$ cat config.mk
export PLATFORM = sky130hd
export DESIGN_NAME = mc_alu_flat
export DESIGN_NICKNAME = d
export VERILOG_FILES = /design/src/rtl/mc_alu_if.sv /design/src/rtl/mc_alu.sv /design/src/flat_wrapper.sv
export SDC_FILE = /design/constraint.sdc
export NUM_CORES = 1
export LEC_CHECK = 0
export CAP_MARGIN = 20
export CORE_ASPECT_RATIO = 1.1
export CORE_UTILIZATION = 55
export CTS_CLUSTER_SIZE = 40
export DETAILED_ROUTE_END_ITERATION = 12
export GPL_TIMING_DRIVEN = 0
export HOLD_SLACK_MARGIN = 0.05
export PLACE_DENSITY = 0.75
export SETUP_SLACK_MARGIN = 0.1
export SLEW_MARGIN = 0
export SYNTH_ARGS = -nofsm -noshare
export SYNTH_HDL_FRONTEND = slang
export SYNTH_SLANG_ARGS = --single-unit
$ cat constraint.sdc
create_clock -name clk -period 9.8 [get_ports clk]
set_input_delay 1.96 -clock clk [delete_from_list [all_inputs] [get_ports clk]]
set_output_delay 1.96 -clock clk [all_outputs]
set_load 0.05 [all_outputs]
$ cat src/rtl/mc_alu_if.sv
// mc_alu_if: request/response bundle between the multicycle controller and mc_alu.
//
// Signals
//   start      controller -> ALU  request, honoured only while busy is low
//   ALUControl controller -> ALU  4-bit opcode, captured with start
//   SrcA/SrcB  controller -> ALU  WIDTH-bit operands, captured with start
//   busy       ALU -> controller  an operation is in flight
//   done       ALU -> controller  one-cycle pulse when Result/Result2/ALUFlags update
//   Result     ALU -> controller  primary result (low product / quotient)
//   Result2    ALU -> controller  secondary result (high product / remainder)
//   ALUFlags   ALU -> controller  {N, Z, C, V}
//
// Modports: master is the controller side, slave is the ALU side.
interface mc_alu_if #(
    parameter int WIDTH = 32
);
    logic             start;
    logic [3:0]       ALUControl;
    logic [WIDTH-1:0] SrcA;
    logic [WIDTH-1:0] SrcB;
    logic             busy;
    logic             done;
    logic [WIDTH-1:0] Result;
    logic [WIDTH-1:0] Result2;
    logic [3:0]       ALUFlags;

    modport master (
        output start, ALUControl, SrcA, SrcB,
        input  busy, done, Result, Result2, ALUFlags
    );

    modport slave (
        input  start, ALUControl, SrcA, SrcB,
        output busy, done, Result, Result2, ALUFlags
    );
endinterface

$ cat src/rtl/mc_alu.sv
// mc_alu: multicycle ALU.
// ADD/SUB/AND/OR/MOV and unknown opcodes finish in one cycle.
// MUL/UMULL/SMULL use an iterative shift-add multiplier.
// UDIV/SDIV use an iterative restoring divider.
// Both iterative units work on operand magnitudes in a 2*WIDTH register.
// Signed results are fixed up in the FINISH state.
//
// Ports
//   clk    rising-edge clock
//   reset  synchronous, active-high
//   bus    mc_alu_if.slave carrying:
//            start, ALUControl, SrcA, SrcB  (in)
//            busy, done, Result, Result2, ALUFlags  (out)
module mc_alu #(
    parameter int WIDTH = 32
) (
    input  logic      clk,
    input  logic      reset,
    mc_alu_if.slave   bus
);
    localparam int CW = $clog2(WIDTH) + 1;
    localparam logic [CW-1:0] LAST_STEP = CW'(WIDTH - 1);

    localparam logic [3:0] OP_ADD   = 4'b0000;
    localparam logic [3:0] OP_SUB   = 4'b0001;
    localparam logic [3:0] OP_AND   = 4'b0010;
    localparam logic [3:0] OP_OR    = 4'b0011;
    localparam logic [3:0] OP_MUL   = 4'b0100;
    localparam logic [3:0] OP_MOV   = 4'b0101;
    localparam logic [3:0] OP_UMULL = 4'b0110;
    localparam logic [3:0] OP_SMULL = 4'b0111;
    localparam logic [3:0] OP_UDIV  = 4'b1000;
    localparam logic [3:0] OP_SDIV  = 4'b1001;

    typedef enum logic [1:0] {IDLE, ITER, FINISH} state_t;

    state_t             state_q, state_d;
    logic [CW-1:0]      cnt_q;
    logic [3:0]         op_q;
    logic [WIDTH-1:0]   origA_q, origB_q;
    logic [WIDTH-1:0]   operand_q;
    logic               negA_q, negB_q;
    logic [2*WIDTH-1:0] acc_q;
    logic [WIDTH-1:0]   result_q, result2_q;
    logic [3:0]         flags_q;
    logic               done_q;

    function automatic logic isIterOp(input logic [3:0] op);
        return (op == OP_MUL) || (op == OP_UMULL) || (op == OP_SMULL) ||
               (op == OP_UDIV) || (op == OP_SDIV);
    endfunction

    // Operand magnitudes for the iterative units.
    // Only SMULL/SDIV treat their inputs as signed.
    logic             signedIn, divIn;
    logic [WIDTH-1:0] magA, magB;
    always_comb begin
        signedIn = (bus.ALUControl == OP_SMULL) || (bus.ALUControl == OP_SDIV);
        divIn    = (bus.ALUControl == OP_UDIV) || (bus.ALUControl == OP_SDIV);
        magA     = (signedIn && bus.SrcA[WIDTH-1]) ? -bus.SrcA : bus.SrcA;
        magB     = (signedIn && bus.SrcB[WIDTH-1]) ? -bus.SrcB : bus.SrcB;
    end

    // Single-cycle datapath.
    // SUB is A + ~B + 1, so the carry out means "no borrow".
    logic             isSub;
    logic [WIDTH-1:0] bOperand;
    logic [WIDTH:0]   sumExt;
    logic [WIDTH-1:0] scResult;
    logic             scCarry, scOverflow;
    always_comb begin
        isSub      = (bus.ALUControl == OP_SUB);
        bOperand   = isSub ? ~bus.SrcB : bus.SrcB;
        sumExt     = {1'b0, bus.SrcA} + {1'b0, bOperand} + (WIDTH+1)'(isSub);
        scResult   = '0;
        scCarry    = 1'b0;
        scOverflow = 1'b0;
        case (bus.ALUControl)
            OP_ADD, OP_SUB: begin
                scResult   = sumExt[WIDTH-1:0];
                scCarry    = sumExt[WIDTH];
                scOverflow = (bus.SrcA[WIDTH-1] == bOperand[WIDTH-1]) &&
                             (sumExt[WIDTH-1] != bus.SrcA[WIDTH-1]);
            end
            OP_AND:  scResult = bus.SrcA & bus.SrcB;
            OP_OR:   scResult = bus.SrcA | bus.SrcB;
            OP_MOV:  scResult = bus.SrcB;
            default: scResult = '0;
        endcase
    end

    // One iteration step.
    // Multiply: acc = {partial, multiplier}; add the multiplicand into the
    // top half when the LSB is set, then shift right, keeping the carry.
    // Divide: acc = {remainder, dividend}; shift left, trial-subtract the
    // divisor from the top WIDTH+1 bits, keep the difference when no borrow,
    // and shift the quotient bit in at the bottom.
    logic               opIsDiv;
    logic [WIDTH:0]     mulSum, divTrial, divDiff;
    logic [2*WIDTH-1:0] accStep;
    always_comb begin
        opIsDiv  = (op_q == OP_UDIV) || (op_q == OP_SDIV);
        mulSum   = {1'b0, acc_q[2*WIDTH-1:WIDTH]} +
                   (acc_q[0] ? {1'b0, operand_q} : {(WIDTH+1){1'b0}});
        divTrial = acc_q[2*WIDTH-1:WIDTH-1];
        divDiff  = divTrial - {1'b0, operand_q};
        if (opIsDiv) begin
            if (!divDiff[WIDTH])
                accStep = {divDiff[WIDTH-1:0], acc_q[WIDTH-2:0], 1'b1};
            else
                accStep = {divTrial[WIDTH-1:0], acc_q[WIDTH-2:0], 1'b0};
        end else begin
            accStep = {mulSum, acc_q[WIDTH-1:1]};
        end
    end

    // Final result selection and sign correction.
    // Divide-by-zero is forced to all-ones / dividend for both divides.
    logic [2*WIDTH-1:0] prodFinal;
    logic [WIDTH-1:0]   quot, rem, finResult, finResult2;
    always_comb begin
        prodFinal = ((op_q == OP_SMULL) && (negA_q ^ negB_q)) ? -acc_q : acc_q;
        quot      = acc_q[WIDTH-1:0];
        rem       = acc_q[2*WIDTH-1:WIDTH];
        if (op_q == OP_SDIV) begin
            if (negA_q ^ negB_q) quot = -quot;
            if (negA_q)          rem  = -rem;
        end
        finResult  = '0;
        finResult2 = '0;
        case (op_q)
            OP_MUL: finResult = prodFinal[WIDTH-1:0];
            OP_UMULL, OP_SMULL: begin
                finResult  = prodFinal[WIDTH-1:0];
                finResult2 = prodFinal[2*WIDTH-1:WIDTH];
            end
            OP_UDIV, OP_SDIV: begin
                if (origB_q == '0) begin
                    finResult  = '1;
                    finResult2 = origA_q;
                end else begin
                    finResult  = quot;
                    finResult2 = rem;
                end
            end
            default: begin
                finResult  = '0;
                finResult2 = '0;
            end
        endcase
    end

    // FSM state register.
    always_ff @(posedge clk) begin
        if (reset) state_q <= IDLE;
        else       state_q <= state_d;
    end

    // FSM next-state logic.
    // Single-cycle ops never leave IDLE.
    always_comb begin
        state_d = state_q;
        case (state_q)
            IDLE:    if (bus.start && isIterOp(bus.ALUControl)) state_d = ITER;
            ITER:    if (cnt_q == LAST_STEP) state_d = FINISH;
            FINISH:  state_d = IDLE;
            default: state_d = IDLE;
        endcase
    end

    // FSM and registered outputs.
    always_comb begin
        bus.busy     = (state_q != IDLE);
        bus.done     = done_q;
        bus.Result   = result_q;
        bus.Result2  = result2_q;
        bus.ALUFlags = flags_q;
    end

    // Datapath registers.
    // Results are written either straight from IDLE (single-cycle ops)
    // or from FINISH (iterative ops); otherwise they hold.
    always_ff @(posedge clk) begin
        if (reset) begin
            cnt_q     <= '0;
            op_q      <= '0;
            origA_q   <= '0;
            origB_q   <= '0;
            operand_q <= '0;
            negA_q    <= 1'b0;
            negB_q    <= 1'b0;
            acc_q     <= '0;
            result_q  <= '0;
            result2_q <= '0;
            flags_q   <= '0;
            done_q    <= 1'b0;
        end else begin
            done_q <= 1'b0;
            case (state_q)
                IDLE: begin
                    if (bus.start) begin
                        if (isIterOp(bus.ALUControl)) begin
                            op_q      <= bus.ALUControl;
                            origA_q   <= bus.SrcA;
                            origB_q   <= bus.SrcB;
                            negA_q    <= signedIn && bus.SrcA[WIDTH-1];
                            negB_q    <= signedIn && bus.SrcB[WIDTH-1];
                            operand_q <= divIn ? magB : magA;
                            acc_q     <= {{WIDTH{1'b0}}, (divIn ? magA : magB)};
                            cnt_q     <= '0;
                        end else begin
                            result_q  <= scResult;
                            result2_q <= '0;
                            flags_q   <= {scResult[WIDTH-1], (scResult == '0),
                                          scCarry, scOverflow};
                            done_q    <= 1'b1;
                        end
                    end
                end
                ITER: begin
                    acc_q <= accStep;
                    cnt_q <= cnt_q + CW'(1);
                end
                FINISH: begin
                    result_q  <= finResult;
                    result2_q <= finResult2;
                    flags_q   <= {finResult[WIDTH-1], (finResult == '0), 2'b00};
                    done_q    <= 1'b1;
                end
                default: ;
            endcase
        end
    end
endmodule
$ cat src/flat_wrapper.sv
// flat-port wrapper written by rule: the top's interface ports become plain ports
module mc_alu_flat 
#(
    parameter int WIDTH = 32
)
  (clk, reset, bus_start, bus_ALUControl, bus_SrcA, bus_SrcB, bus_busy, bus_done, bus_Result, bus_Result2, bus_ALUFlags);
  mc_alu_if #(.WIDTH(WIDTH)) bus_i ();
  input  logic clk;
  input  logic reset;
  input wire logic [$bits(bus_i.start)-1:0] bus_start;
  input wire logic [$bits(bus_i.ALUControl)-1:0] bus_ALUControl;
  input wire logic [$bits(bus_i.SrcA)-1:0] bus_SrcA;
  input wire logic [$bits(bus_i.SrcB)-1:0] bus_SrcB;
  output wire logic [$bits(bus_i.busy)-1:0] bus_busy;
  output wire logic [$bits(bus_i.done)-1:0] bus_done;
  output wire logic [$bits(bus_i.Result)-1:0] bus_Result;
  output wire logic [$bits(bus_i.Result2)-1:0] bus_Result2;
  output wire logic [$bits(bus_i.ALUFlags)-1:0] bus_ALUFlags;
  assign bus_i.start = bus_start;
  assign bus_i.ALUControl = bus_ALUControl;
  assign bus_i.SrcA = bus_SrcA;
  assign bus_i.SrcB = bus_SrcB;
  assign bus_busy = bus_i.busy;
  assign bus_done = bus_i.done;
  assign bus_Result = bus_i.Result;
  assign bus_Result2 = bus_i.Result2;
  assign bus_ALUFlags = bus_i.ALUFlags;
  mc_alu #(.WIDTH(WIDTH)) u_core (.clk(clk), .reset(reset), .bus(bus_i));
endmodule
==> metrics, run 1 <==
1st-iter DRT viols=~2900; commonest non-fill, non-tap cell in the layout=nand2_1; Arrival @ worst endpoint=approximately 8000 ps; Final Util=a little under two thirds; met1 usage=54.3%; Post-synth EDFFs=0; Hold Path Class=reg2reg; Max stage delay on crit path=~900 ps; area share of the largest cell type after synthesis=between 20% and 30%; Worst R2R Path Depth=15; global route hottest layer=met2; Port-buffer cells=111; post-DP HPWL=around 74 mm; share of synthesized registers carrying an async set or reset=0%; Crit-path slowest cell=a222oi_1; Worst Path Max Fanout=10; post-cts gate resize count=0; Main synth FF type=dfxtp_1; global-route wire length before repair=139 mm; Max clock buf depth=3; Worst-Margin Slew=1260 ps; Post-Route WL=between 90 and 100 mm; GR met2 Demand/Resource=between 70% and 80%; Worst Hold Depth=2; VDD IR max=0.146 mV; TritonRoute pass-1 iters=8; H-tree Lvls=1; fin crit period=~7300 ps; Cell Chain, Critical Path=clkdlybuf4s50_1, or4b_1, buf_2, buf_1, xnor2_1, ha_1, nor2b_1, o31ai_1, a21oi_1, a21oi_1, xnor2_1, a222oi_1, nand4b_1, nor4_1, nand4_1, or4_1, o41ai_2; PwrDens=~130 nW/um^2; clk slew on worst S/H paths=roughly 60 ps; Die Y-Extent=205 microns; Die W=between 150 and 200 microns; Sum Neg Setup Slack=0 ps; Static Leak=0.00844 uW; most frequent cells in the layout=nand2_1 (433), a21oi_1 (304), nor2_1 (258); Max Slew Vio Count=0; met3 global-route usage=about an eighth; CP endpoint kind=flip-flop; setup bufs post-CTS=0; largest net degree at the start of global routing=15; Max-cap violations=0; Antenna Nets Post-Route=0; Mapped Nets=approximately 3100; Setup CP Type=in2reg; Syn Area/Cell=a little over 7 sq um; hold path start=u_core.bus.Result[25]$_SDFFE_PP0P_; status=complete, no violations; unrepaired setup endpoints after global routing=false; layout cell share with drive strength beyond 1=between 2 and 3%; Synth Warn #=0; starting density of the core=56.4%; TritonCTS clock tree=done; required time worst endpoint=approximately 10000 ps; Final Hold Viols=0; DRC=0; Hold Path End=u_core.bus.Result[25]$_SDFFE_PP0P_; flop2flop setup slack=about 4600 ps; register bit total from synthesis=242; clock latency on the worst-skew pair=between 500 and 600 ps; Syn Inst Count=approximately 2900; period utilization=between 70 and 80%; Hold WS=between 400 and 500 ps; mapped cell area=~20000 sq um; die area=between 30000 and 40000 sq um; Std-Cell Rows=73; Layout area overhead=13.1%; Core ar.=about 37000 sq um; Clock Skew=7.69 ps; DR vias/cell=roughly 6.9; Num CTS Buffers=27; cts hold-fix bufs=0; maximum clock rate=137 MHz; Synth area leaders=dfxtp_1 (24%), nand2_1 (7.9%), a21oi_1 (7.4%); Root Buffer=clkbuf_16; IO Count=between 100 and 150; sequential area share after synthesis=between 20% and 30%; GRT overflow=0; GRT Total Usage=between 40% and 50%; DP Area=around 22000 sq um; R2R Path Start=u_core.acc_q[31]$_SDFFE_PP0P_; via count of the first global-routing pass=22739; post-synthesis cell type count=82; # setup viols final=0; CP top delay family=compound AO/OA/AOI/OAI gates; reg-to-reg endpoint=u_core.acc_q[50]$_SDFFE_PP0P_; ANT cells=0; slew margin rel.=around 15%; drt wl/cell=around 27 microns; area leader, netlist=dfxtp_1; startpoint types=input port; Buf/Inv on CP=3; Layout Nets=3236; final instance area=between 20000 and 25000 sq um; initial antenna violation count=1; Clock Sinks=between 200 and 250; GPL Wtd Cong=roughly 1.1; via count=24442
## through the flow
stage               instances  power, uW  setup WS (ps)
global placement         3508       1930           2050
floorplan                2910       1650           3380
CTS                      3561       3000           2610
detailed placement       3512       1940           2030
global route             3564       3130           2180
finish                   3564       3060           2480
## worst max path at each step
stage	slack [ps]	to	cells past startpoint	start
4_1_cts	2610	u_core.bus.ALUFlags[2]$_SDFFE_PP0P_	18	bus_ALUControl[1]
5_1_grt	2180	u_core.bus.ALUFlags[2]$_SDFFE_PP0P_	18	bus_ALUControl[1]
3_5_place_dp	2030	u_core.bus.ALUFlags[2]$_SDFFE_PP0P_	18	bus_ALUControl[1]
6_report	2480	u_core.bus.ALUFlags[2]$_SDFFE_PP0P_	17	bus_ALUControl[1]
2_1_floorplan	3380	u_core.bus.ALUFlags[2]$_SDFFE_PP0P_	17	bus_ALUControl[3]
3_3_place_gp	2050	u_core.bus.ALUFlags[2]$_SDFFE_PP0P_	18	bus_ALUControl[1]
## power by group
part / leakage (uW) / switching, uW / internal [uW] / total, uW
sequential: 0.00196 / 43.7 / 1020 / 1070
combinational: 0.00604 / 619 / 293 / 912
clock: 0.000441 / 451 / 626 / 1080
## layer usage
metal  up-vias  part of all wire (%)
met3       523                    12
met5         -                 0.014
met1     11332                    35
li1      10790                     -
met4         2                    11
met2      1795                    42
## Yosys cell counts, drive strengths merged (14+ instances only)
cell    number
a22oi       61
inv         76
o22ai       31
o21ai      190
nand2b      18
o21a        24
nor2       258
a22o        26
nor2b       14
ha         105
dfxtp      242
and3        15
maj3        31
nand3       49
nand4       19
or3         25
nor3        83
xnor2      140
a311oi      16
o211ai      25
o31ai       30
a211oi      52
or4         15
a31oi       20
nand2      433
buf         31
a21oi      304
mux2i       36
xor2        81
a21o        38
clkbuf     206
nor4        36
## worst min-delay path, stage by stage (launching register included)
cell,delay [ps]
dfxtp_1,310
nand2_1,50
a21oi_1,50
## registers in the layout (all words and copies together), names as in the netlist
signal	flops
u_core.op_q	4
u_core.acc_q	64
u_core.operand_q	32
u_core.bus.done	1
u_core.negA_q	1
u_core.bus.ALUFlags	4
u_core.state_q	2
u_core.cnt_q	6
u_core.bus.Result	31
u_core.origA_q	32
u_core.negB_q	1
u_core.bus.Result2	32
u_core.origB_q	32
## final cells by class
class	count	area, sq um
Multi-Input combinational cell	2355	14600
Fill cell	3315	13200
Sequential cell	242	4840
Timing Repair Buffer	118	1160
Buffer	237	901
Clock buffer	38	767
Tap cell	487	609
Inverter	76	285
Clock inverter	11	151
## kinds of logic (layout without fill, tap and decap cells)
| group | after synthesis | after routing | synth area share, % |
|---|---|---|---|
| buffers and inverters | 313 | 480 | 5.76 |
| AOI/OAI and AO/OA | 939 | 939 | 29.1 |
| DFF | 242 | 242 | 23.5 |
| xor gates and xnor gates | 221 | 221 | 9.40 |
| and+or+nand+nor | 1019 | 1019 | 22.2 |
| muxes | 37 | 37 | 1.80 |
| adders and majority gates | 139 | 139 | 8.18 |
No activity file was read; power rests on OpenSTA's default activity.
==> run 2, diff against run 1 <==
==> constraint.sdc (replaced) <==
create_clock -name clk -period 7.4 [get_ports clk]
set_input_delay 1.48 -clock clk [delete_from_list [all_inputs] [get_ports clk]]
set_output_delay 1.48 -clock clk [all_outputs]
set_load 0.05 [all_outputs]
==> results of run 2 <==
Same layout as run 1 (identical final DEF). Status: complete, no violations.
Among the figures that moved: setup slack after placement 2030 ps -> 113 ps; setup slack after layout 2480 ps -> 556 ps; register-to-register setup slack 4580 ps -> 2180 ps; total power 3060 uW -> 4050 uW; worst IR drop on VDD 0.146 mV -> 0.194 mV
